$ cat src/rtl/switch_debounce.sv
// switch_debounce: synchronise and debounce the board slide switches as one vector
//   clk        system clock, rising edge
//   rst_n      asynchronous active-low reset
//   switch_raw unsynchronised switch pins
//   switch     debounced stable vector
//   changed    one-cycle pulse in the first cycle switch shows a new value
//   onehot     high while switch has exactly one bit set
module switch_debounce #(
  parameter int WIDTH = 16,
  parameter int DEBOUNCE_CYCLES = 500000,
  parameter int CNT_W = 20
) (
  input  logic             clk,
  input  logic             rst_n,
  input  logic [WIDTH-1:0] switch_raw,
  output logic [WIDTH-1:0] switch,
  output logic             changed,
  output logic             onehot
);
  typedef enum logic [1:0] {IDLE, SETTLE, COMMIT} state_t;
  localparam logic [CNT_W-1:0] LAST = CNT_W'(DEBOUNCE_CYCLES - 1);
  state_t state, state_nxt;
  logic [WIDTH-1:0] sync1, sync2, samp, samp_nxt, switch_nxt;
  logic [CNT_W-1:0] cnt, cnt_nxt;
  logic changed_nxt, onehot_nxt;
  always_ff @(posedge clk or negedge rst_n)
    if (!rst_n) begin
      sync1 <= '0;
      sync2 <= '0;
      samp <= '0;
      switch <= '0;
      cnt <= '0;
      changed <= 1'b0;
      onehot <= 1'b0;
      state <= IDLE;
    end else begin
      sync1 <= switch_raw;
      sync2 <= sync1;
      samp <= samp_nxt;
      switch <= switch_nxt;
      cnt <= cnt_nxt;
      changed <= changed_nxt;
      onehot <= onehot_nxt;
      state <= state_nxt;
    end
  always_comb begin
    state_nxt = state;
    samp_nxt = samp;
    cnt_nxt = cnt;
    switch_nxt = switch;
    changed_nxt = 1'b0;
    onehot_nxt = onehot;
    case (state)
      IDLE:
        if (sync2 != switch) begin
          samp_nxt = sync2;
          cnt_nxt = '0;
          state_nxt = SETTLE;
        end
      SETTLE:
        if (sync2 == switch) state_nxt = IDLE;
        else if (sync2 != samp) begin
          // any movement inside the window restarts it on the new vector
          samp_nxt = sync2;
          cnt_nxt = '0;
        end else if (cnt == LAST) state_nxt = COMMIT;
        else cnt_nxt = cnt + 1'b1;
      COMMIT: begin
        switch_nxt = samp;
        onehot_nxt = (samp != '0) && ((samp & (samp - WIDTH'(1))) == '0);
        changed_nxt = 1'b1;
        state_nxt = IDLE;
      end
      default: state_nxt = IDLE;
    endcase
  end
endmodule
$ cat config.mk
export PLATFORM = sky130hd
export DESIGN_NAME = switch_debounce
export DESIGN_NICKNAME = d
export VERILOG_FILES = /design/src/rtl/switch_debounce.sv
export SDC_FILE = /design/constraint.sdc
export NUM_CORES = 1
export LEC_CHECK = 0
export BUFFER_PORTS_ARGS = -buffer_cell sky130_fd_sc_hd__buf_2
export CAP_MARGIN = 25
export CELL_PAD_IN_SITES_DETAIL_PLACEMENT = 1
export CELL_PAD_IN_SITES_GLOBAL_PLACEMENT = 1
export CORE_MARGIN = 3
export CORE_UTILIZATION = 47
export DETAILED_ROUTE_END_ITERATION = 12
export PLACE_DENSITY = 0.85
export SLEW_MARGIN = 20
export SYNTH_ARGS = -nofsm -noshare
export SYNTH_HDL_FRONTEND = slang
export SYNTH_SLANG_ARGS = --single-unit
$ cat constraint.sdc
create_clock -name clk -period 3 [get_ports clk]
set_input_delay 0.6 -clock clk [delete_from_list [all_inputs] [get_ports clk]]
set_output_delay 0.6 -clock clk [all_outputs]
set_load 0.005 [all_outputs]
==> summary.md <==
| Metric | Value |
|---|---|
| Post-CTS Setup Inserts | 0 |
| Hold-fix buffers at CTS | 0 |
| Die Height | 95.9 um |
| Vias | about 2700 |
| Final min period | approximately 2.8 ns |
| Vias in the first global route | ~2900 |
| PnR worst setup slack | approximately 0.19 ns |
| Routed WL | 9190 um |
| Syn-to-layout area delta | 13.6% |
| Pre-CTS setup slack | about 0.23 ns |
| DR pass1 iterations | 4 |
| GR Overflow Total | 0 |
| CP startpoint kind | flip-flop |
| Mapped Cells | ~320 |
| Deepest clock path buffer count | 2 |
| Async set or reset register ratio after synthesis | 1.00 |
| Via/cell ratio | 5.70 |
| Worst Max-Slew Pin Slew | 0.733 ns |
| Unrepaired setup endpoints after global routing | no |
| Ant. Diodes | 0 |
| Min-Delay Path Class | primary input to async pin |
| Post-CTS sizing | 0 |
| Leakage power | between 1.5 and 2 nW |
| Worst slew margin | 0.507 |
| Drt initial violations | 86 |
| PD cells | ~500 nW/um2 |
| Crit. End Element | flip-flop |
| Ys flop type | dfrtp_1 |
| Status | finished, final reports clean |
| Setup CP Type | flip-flop to flip-flop |
| Worst-Skew Late Latency | around 0.37 ns |
| Post-synth EDFFs | 0 |
| Sink Count | a little under 90 |
| Post-DP Area | about 4100 um2 |
| Die area | between 9000 and 10000 um2 |
| Crit path required time | 3.27 ns |
| Post-route DRC | 0 |
| TritonCTS Buffers | 9 |
| Max Fanout on Critical Path | 15 |
| Tot GR Track Use | 0.220 |
| Worst reg-to-reg setup slack | around 0.19 ns |
| Yosys Warn Count | 0 |
| Total power | around 0.0021 W |
| Post-synthesis area per instance | around 12 um2 |
| Drt wl/cell | about 19 um |
| Port buffer count | 35 |
| Commonest non-fill, non-tap cell in the layout | dfrtp_1 |
| I/O pin total | 36 |
| Final GP Congestion | 0.820 |
| Final hold slack | about 0.24 ns |
| Nets | 385 |
| Final Cell Area | about 4300 um2 |
| Initial antenna violation count | 0 |
| CORE AREA | about 7800 um2 |
| Final period util | 0.936 |
| CTS tree | yes |
| Initial core utilization | 0.489 |
| Max-cap violations | 0 |
| Final setup violation count | 0 |
| Worst-path clk slew | about 0.09 ns |
| Sequential share of the synthesized area | 0.580 |
| Total nets after synthesis | about 340 |
| Hpwl dp | 6440 um |
| Hold Violations, Final | 0 |
| Skew final | about 0.016 ns |
| Clock root cell | clkbuf_8 |
| Max-slew violations | 0 |
| Synth unique cells | 40 |
| Worst EP arrival | just over 3 ns |
| Max Freq | between 0.3 and 0.4 GHz |
| Rows | 32 |
| Max H-tree Level | 3 |
| Final TNS setup | 0 ns |
| Synthesis-stage register bit count | between 80 and 90 |
| Die Wd | approximately 96 um |
| Max IR drop VDD | roughly 0.31 mV |
| Synthesized area | around 3800 um2 |
| Pin count of the biggest net entering global routing | 48 |
| Share of cells above drive strength 1 | 0.253 |
| DRT antenna net count | 0 |
| First-pass GRT wire length | ~15000 um |
| Most frequent cells in the layout | dfrtp_1 (88), buf_2 (34), xnor2_1 (33) |
## kinds of logic after synthesis
family                     Yosys count  share of synthesized area
and+or+nand+nor                     93                      0.137
DFF                                 88                      0.580
AOI/OAI and AO/OA                   48                     0.0752
xor gates and xnor gates            33                     0.0761
muxes                               33                     0.0976
buffers and inverters               24                     0.0257
adders and majority gates            3                    0.00857
## metrics by stage
step,instances,util
final,473,0.555
after CTS,473,0.555
after floorplan,322,-
after global placement,457,0.531
after detailed placement,457,0.531
after global routing,473,0.555
## final timing paths
kind	end	startpoint	cells past startpoint
min in group clk	sync1[8]$_DFF_PN0_	switch_raw[8]	1
worst max-delay path	cnt[17]$_DFFE_PN0P_	samp[10]$_DFFE_PN0P_	6
max in group asynchronous	samp[5]$_DFFE_PN0P_	rst_n	2
worst min-delay path	cnt[9]$_DFFE_PN0P_	rst_n	1
worst max register to register	cnt[17]$_DFFE_PN0P_	samp[10]$_DFFE_PN0P_	6
worst min register to register	sync2[2]$_DFF_PN0_	sync1[2]$_DFF_PN0_	0
## power by group
group / total (W) / internal (W) / leakage [nW] / switching, W
Combinational: 0.000101 / 0.0000461 / 0.635 / 0.0000544
Clock: 0.000780 / 0.000315 / 0.0848 / 0.000465
Sequential: 0.00126 / 0.00122 / 1.11 / 0.0000380
## area by class of cell
class,count,area (um2)
fill,861,3460
sequential,88,2200
multi-input combinational,210,1500
timing repair buffer,42,243
tap,102,128
clock buffer,9,124
clock inverter,7,60.1
inverter,15,56.3
## worst max-delay path: stages (launching register included)
cell,delay [ns]
dfrtp_1,0.46
xnor2_1,0.23
nand4_1,0.15
or4_4,0.64
or4b_4,0.67
or2_1,0.32
o31ai_1,0.24
## synth_stat cells (2+ instances only)
cell	n	area [um2]
a21oi_1	10	50.1
and2_1	3	18.8
and3_1	3	18.8
clkbuf_1	7	26.3
dfrtp_1	88	2200
inv_1	15	56.3
maj3_1	2	20.0
mux2_2	32	360
nand2_1	10	37.5
nand2b_1	4	25.0
nand3_1	12	60.1
nand4_1	12	75.1
nor2_1	12	45.0
nor3_1	13	65.1
nor3b_1	3	22.5
nor4_1	3	18.8
nor4b_1	2	17.5
o21ai_0	22	110
o21bai_1	2	15.0
o31ai_1	5	37.5
o41ai_1	2	17.5
or3_1	10	62.6
xnor2_1	33	289
## routing by layer
layer  part of all wire  global-route usage  vias to the layer above  wire length, um
li1                   -                   -                     1236                -
met1               0.43               0.268                     1390             3960
met2               0.51               0.378                       54             4720
met3              0.037              0.0477                       16              338
met4              0.019              0.0865                        0              179
met5                  0                   0                        -                0
## flip-flops by register name, summed over array words and instances (netlist names)
register and count:
sync2 16, samp 16, cnt 20, changed 1, switch 16, onehot 1, state 2, sync1 16
No activity file was read; power rests on OpenSTA's default activity.
